### config.mk
export PLATFORM = sky130hd
export DESIGN_NAME = axi_cmd_master
export DESIGN_NICKNAME = d
export VERILOG_FILES = /design/src/rtl/axi_cmd_master.sv
export SDC_FILE = /design/constraint.sdc
export NUM_CORES = 1
export LEC_CHECK = 0
export BUFFER_PORTS_ARGS = -buffer_cell sky130_fd_sc_hd__clkbuf_2
export CORE_AREA = 2 2 114 116
export CTS_CLUSTER_SIZE = 10
export DETAILED_ROUTE_END_ITERATION = 8
export DIE_AREA = 0 0 116 118
export GPL_TIMING_DRIVEN = 0
export HOLD_SLACK_MARGIN = 0.03
export SLEW_MARGIN = 20
export SYNTH_ARGS = -nofsm -noshare
export SYNTH_HDL_FRONTEND = slang
export SYNTH_SLANG_ARGS = --single-unit
### constraint.sdc
create_clock -name clk -period 5.1 [get_ports clk]
set_clock_uncertainty 0.2 [all_clocks]
set_input_delay 0.51 -clock clk [delete_from_list [all_inputs] [get_ports clk]]
set_output_delay 0.51 -clock clk [all_outputs]
set_load 0.05 [all_outputs]
### src/rtl/axi_cmd_master.sv
// Single-outstanding AXI4 master: turns a command plus data streams into INCR bursts.
// Completion is reported through a registered done pulse and a sticky-until-next err flag.
module axi_cmd_master #(
   parameter int unsigned            ID_BITS   = 4,
   parameter logic [ID_BITS-1:0]     ID        = '0,
   parameter int unsigned            ADDR_BITS = 32,
   parameter int unsigned            DATA_BITS = 32,
   parameter int unsigned            LEN_BITS  = 4
) (
   input  logic                      clk,
   input  logic                      rst,
   input  logic                      cmd_valid,
   output logic                      cmd_ready,
   input  logic                      cmd_write,
   input  logic [ADDR_BITS-1:0]      cmd_addr,
   input  logic [LEN_BITS-1:0]       cmd_len,
   input  logic [DATA_BITS/8-1:0]    cmd_strb,
   input  logic [DATA_BITS-1:0]      wr_data,
   input  logic                      wr_valid,
   output logic                      wr_ready,
   output logic [DATA_BITS-1:0]      rd_data,
   output logic                      rd_valid,
   input  logic                      rd_ready,
   output logic                      done,
   output logic                      err,
   output logic [ID_BITS-1:0]        ARID,
   output logic [ADDR_BITS-1:0]      ARADDR,
   output logic [LEN_BITS-1:0]       ARLEN,
   output logic [2:0]                ARSIZE,
   output logic [1:0]                ARBURST,
   output logic                      ARVALID,
   input  logic                      ARREADY,
   input  logic [ID_BITS-1:0]        RID,
   input  logic [DATA_BITS-1:0]      RDATA,
   input  logic [1:0]                RRESP,
   input  logic                      RLAST,
   input  logic                      RVALID,
   output logic                      RREADY,
   output logic [ID_BITS-1:0]        AWID,
   output logic [ADDR_BITS-1:0]      AWADDR,
   output logic [LEN_BITS-1:0]       AWLEN,
   output logic [2:0]                AWSIZE,
   output logic [1:0]                AWBURST,
   output logic                      AWVALID,
   input  logic                      AWREADY,
   output logic [DATA_BITS-1:0]      WDATA,
   output logic [DATA_BITS/8-1:0]    WSTRB,
   output logic                      WLAST,
   output logic                      WVALID,
   input  logic                      WREADY,
   input  logic [ID_BITS-1:0]        BID,
   input  logic [1:0]                BRESP,
   input  logic                      BVALID,
   output logic                      BREADY
);

   typedef enum logic [2:0] {
      S_IDLE, S_RADDR, S_RDATA, S_WADDR, S_WDATA, S_WRESP
   } state_t;

   state_t                   state_q, state_d;
   logic [ADDR_BITS-1:0]     addr_q, addr_d;
   logic [LEN_BITS-1:0]      len_q, len_d;
   logic [LEN_BITS-1:0]      cnt_q, cnt_d;
   logic [DATA_BITS/8-1:0]   strb_q, strb_d;
   logic                     acc_q, acc_d;
   logic                     done_q, done_d;
   logic                     err_q, err_d;
   logic                     beat_err;

   // Direction is carried by the state itself, so no separate write flag is kept.
   always_comb begin
      state_d  = state_q;
      addr_d   = addr_q;
      len_d    = len_q;
      cnt_d    = cnt_q;
      strb_d   = strb_q;
      acc_d    = acc_q;
      done_d   = 1'b0;
      err_d    = err_q;
      beat_err = 1'b0;
      unique case (state_q)
         S_IDLE: begin
            if (cmd_valid) begin
               addr_d  = cmd_addr;
               len_d   = cmd_len;
               strb_d  = cmd_strb;
               cnt_d   = '0;
               acc_d   = 1'b0;
               state_d = cmd_write ? S_WADDR : S_RADDR;
            end
         end
         S_RADDR: if (ARREADY) state_d = S_RDATA;
         S_WADDR: if (AWREADY) state_d = S_WDATA;
         S_WDATA: begin
            if (wr_valid && WREADY) begin
               cnt_d = cnt_q + 1'b1;
               if (cnt_q == len_q) state_d = S_WRESP;
            end
         end
         S_WRESP: begin
            if (BVALID) begin
               done_d  = 1'b1;
               err_d   = acc_q | (BRESP != 2'b00) | (BID != ID);
               state_d = S_IDLE;
            end
         end
         S_RDATA: begin
            if (RVALID && rd_ready) begin
               // A short burst shows at RLAST; a long one at the first beat past len.
               beat_err = (RRESP != 2'b00) | (RID != ID) |
                          (RLAST ? (cnt_q != len_q) : (cnt_q == len_q));
               cnt_d    = cnt_q + 1'b1;
               acc_d    = acc_q | beat_err;
               if (RLAST) begin
                  done_d  = 1'b1;
                  err_d   = acc_q | beat_err;
                  state_d = S_IDLE;
               end
            end
         end
         default: state_d = S_IDLE;
      endcase
   end

   always_ff @(posedge clk or negedge rst) begin
      if (!rst) begin
         state_q <= S_IDLE;
         addr_q  <= '0;
         len_q   <= '0;
         cnt_q   <= '0;
         strb_q  <= '0;
         acc_q   <= 1'b0;
         done_q  <= 1'b0;
         err_q   <= 1'b0;
      end else begin
         state_q <= state_d;
         addr_q  <= addr_d;
         len_q   <= len_d;
         cnt_q   <= cnt_d;
         strb_q  <= strb_d;
         acc_q   <= acc_d;
         done_q  <= done_d;
         err_q   <= err_d;
      end
   end

   assign cmd_ready = (state_q == S_IDLE);
   assign done      = done_q;
   assign err       = err_q;

   assign ARID      = ID;
   assign ARADDR    = addr_q;
   assign ARLEN     = len_q;
   assign ARSIZE    = 3'b010;
   assign ARBURST   = 2'b01;
   assign ARVALID   = (state_q == S_RADDR);

   assign AWID      = ID;
   assign AWADDR    = addr_q;
   assign AWLEN     = len_q;
   assign AWSIZE    = 3'b010;
   assign AWBURST   = 2'b01;
   assign AWVALID   = (state_q == S_WADDR);

   assign WDATA     = wr_data;
   assign WSTRB     = strb_q;
   assign WLAST     = (cnt_q == len_q);
   assign WVALID    = (state_q == S_WDATA) & wr_valid;
   assign wr_ready  = (state_q == S_WDATA) & WREADY;

   assign rd_data   = RDATA;
   assign rd_valid  = (state_q == S_RDATA) & RVALID;
   assign RREADY    = (state_q == S_RDATA) & rd_ready;

   assign BREADY    = (state_q == S_WRESP);

endmodule

==> results.ini <==
[global_route]
grt_overflow=0
grt_pass1_vias=2428
antenna_found_initial=0
grt_usage=0.105
grt_pass1_wl_um=11600
grt_max_degree=51

[critical_path]
r2r-end=ARADDR[4]
r2r_slack_ns=3.26
crit_arrival_ns=1.72
critPathCaptureType=primary output
cp_max_fo=4
required_ns=4.39
crit_type=reg -> out
worstReg2RegStart=state_q[1]
r2r_cells=6
startpoint_type=register

[die]
die_height_um=118
start_util=0.267
core-area_mm2=0.0124
dieWidth_um=116
fp-row-count=41
fp.dieArea_mm2=0.0137
io_pins=297

[timing]
timing_hold_violations_final=0
worst_pin_slew_ns=0.692
setup_viol=0
relSlewSlack=0.539
drv_slew=0
fin_crit_ns=2.43
max_freq_ghz=0.411
rsz0062_at_grt=no
setup_tns_ns=0
fin_crit_sh=0.477

[drt]
routed-wl-met3_um=781
drtIter0Drc=50
first_pass_iters=6
ant_nets=0
routed_wl_um=7850
via_per_inst=3.88
top_layer_used=met4
dr_wl_met2_um=3900
wl_met1_um=3070
wl_per_cell_um=11.2
drc_errors=0
vias=2717

[yosys]
synth_top_area_frac=0.377
syn_area_mm2=0.00332
synth.avg_cell_area_um2=11.4
synth-main-ff-cell=dfrtp_1
syn-instance-count=290
ys_seq_area_frac=0.377
synth_edf_count=0
ys_seq_elements=50
async_flop_share=1.00
synth_cell_type_count=43
synth.largest_area_cell=dfrtp_1
synth_warnings=0
synth.area.top_cells=dfrtp_1 38%, buf_4 27%, mux2_4 14%

[power_and_ir_drop]
p_leak_nw=2.72
power_density_mw_per_mm2=784
total_power_mw=3.79
ir_worst_vdd_mv=0.275

[place]
dp_hpwl_um=6500
place.gp.congestion=0.726
port_buffers=214

[finish]
drive_gt1_frac=0.737
multi_input_area_mm2=0.00115
layout.nets=656
seqCellArea_mm2=0.00125
utilization=0.390
n_fill_cell=1277
antenna_cells=0
area_growth_pct=45.7

[clock_tree]
cts_resized=0
clk_pin_slew_ns=0.07
htreeDepth=2
cts_max_path_buffers=2
cts_made_buffers=5
cts_num_sinks=50
cts_tree=done
hold_buffers=0
clk_latency_ns=0.28
cts_root_buffer=clkbuf_16
post-cts-setup-buffers=0

[flow_run]
maxCapViolCount=0

[hold_path]
hold_path.class=in -> async

[outcome]
status=completed

## where the power goes
group | internal, mW | total, mW | switching [mW]
sequential | 0.592 | 0.762 | 0.170
clock | 0.232 | 0.382 | 0.149
combinational | 0.850 | 2.65 | 1.80
## cell families after synthesis
group,synth area share
buffers and inverters,0.296
AND/OR/NAND/NOR,0.0841
multiplexers,0.183
other,0.00226
AO/OA/AOI/OAI,0.0411
adder cells (fa/ha/maj),0.00377
flip-flops,0.377
XOR/XNOR,0.0132
## per-layer routing
layer / vias up / global-route usage
met2: 178 / 0.186
met1: 1222 / 0.128
met4: 0 / 0.0275
met3: 10 / 0.0216
li1: 1307 / -
met5: - / 0
## cells in the final DEF (no fill, tap or decap), types with 2 or more instances in the layout
cell type    n
a21o_1       2
a21oi_1      5
and2_1       3
buf_4      118
buf_6        7
clkbuf_16    5
clkbuf_2   213
conb_1      18
dfrtp_1     50
inv_1        3
mux2_1       9
mux2_2       4
mux2_4      30
nand2_1      4
nand2b_1     4
nand3_1      7
nand4_1      2
nor2_1       5
nor2b_1      2
nor3_1       2
nor3b_1      2
nor4_1       2
o22ai_1      2
xor2_1       4
## cells in the mapped netlist, types with 2 or more instances
master and number:
buf_4 118, dfrtp_1 50, mux2_4 30, mux2_1 9, buf_6 7, nand3_1 7, a21oi_1 5, nor2_1 5
mux2_2 4, nand2_1 4, nand2b_1 4, xor2_1 4, and2_1 3, inv_1 3, a21o_1 2, conb_1 2
nand4_1 2, nor2b_1 2, nor3_1 2, nor3b_1 2, nor4_1 2, o22ai_1 2
## how the worst max path moves through the flow
stage / depth (start not counted) / slack [ns] / startpoint / endpoint
finish: 3 / 2.67 / ARLEN[1] / WLAST
global route: 3 / 2.56 / ARLEN[1] / WLAST
CTS: 3 / 2.61 / ARLEN[1] / WLAST
detailed placement: 3 / 2.94 / ARLEN[1] / WLAST
global placement: 3 / 2.93 / ARLEN[1] / WLAST
floorplan: 3 / 2.39 / state_q[1] / WVALID
## cell type report
cell class,count,share of cell area
clock inverter,3,0.00906
inverter,3,0.00233
tap,172,0.0445
sequential,50,0.259
buffer,126,0.201
timing repair buffer,214,0.222
clock buffer,5,0.0259
multi-input combinational,127,0.237
## flip-flops by register name (all words and copies together), names as in the netlist
signal   cells
acc_q        1
done         1
err          1
ARADDR      32
ARLEN        4
cnt_q        4
WSTRB        4
state_q      3
## critical path, stage by stage, from the launching register on
cell      delay [ns]
dfrtp_1         0.44
xor2_1          0.21
nor4_4          0.44
clkbuf_2        0.36
## metrics by stage
step / std cells / hold WS, ns / worst slack (ns) / cell area, um2
3_3_place_gp: 692 / 0.272 / 2.93 / 4660
3_5_place_dp: 692 / 0.279 / 2.94 / 4670
5_1_grt: 700 / 0.148 / 2.56 / 4840
4_1_cts: 700 / 0.122 / 2.61 / 4840
6_report: 700 / 0.0954 / 2.67 / 4840
2_1_floorplan: 306 / 0.0144 / 2.39 / 3380
No activity file was read; power rests on OpenSTA's default activity.
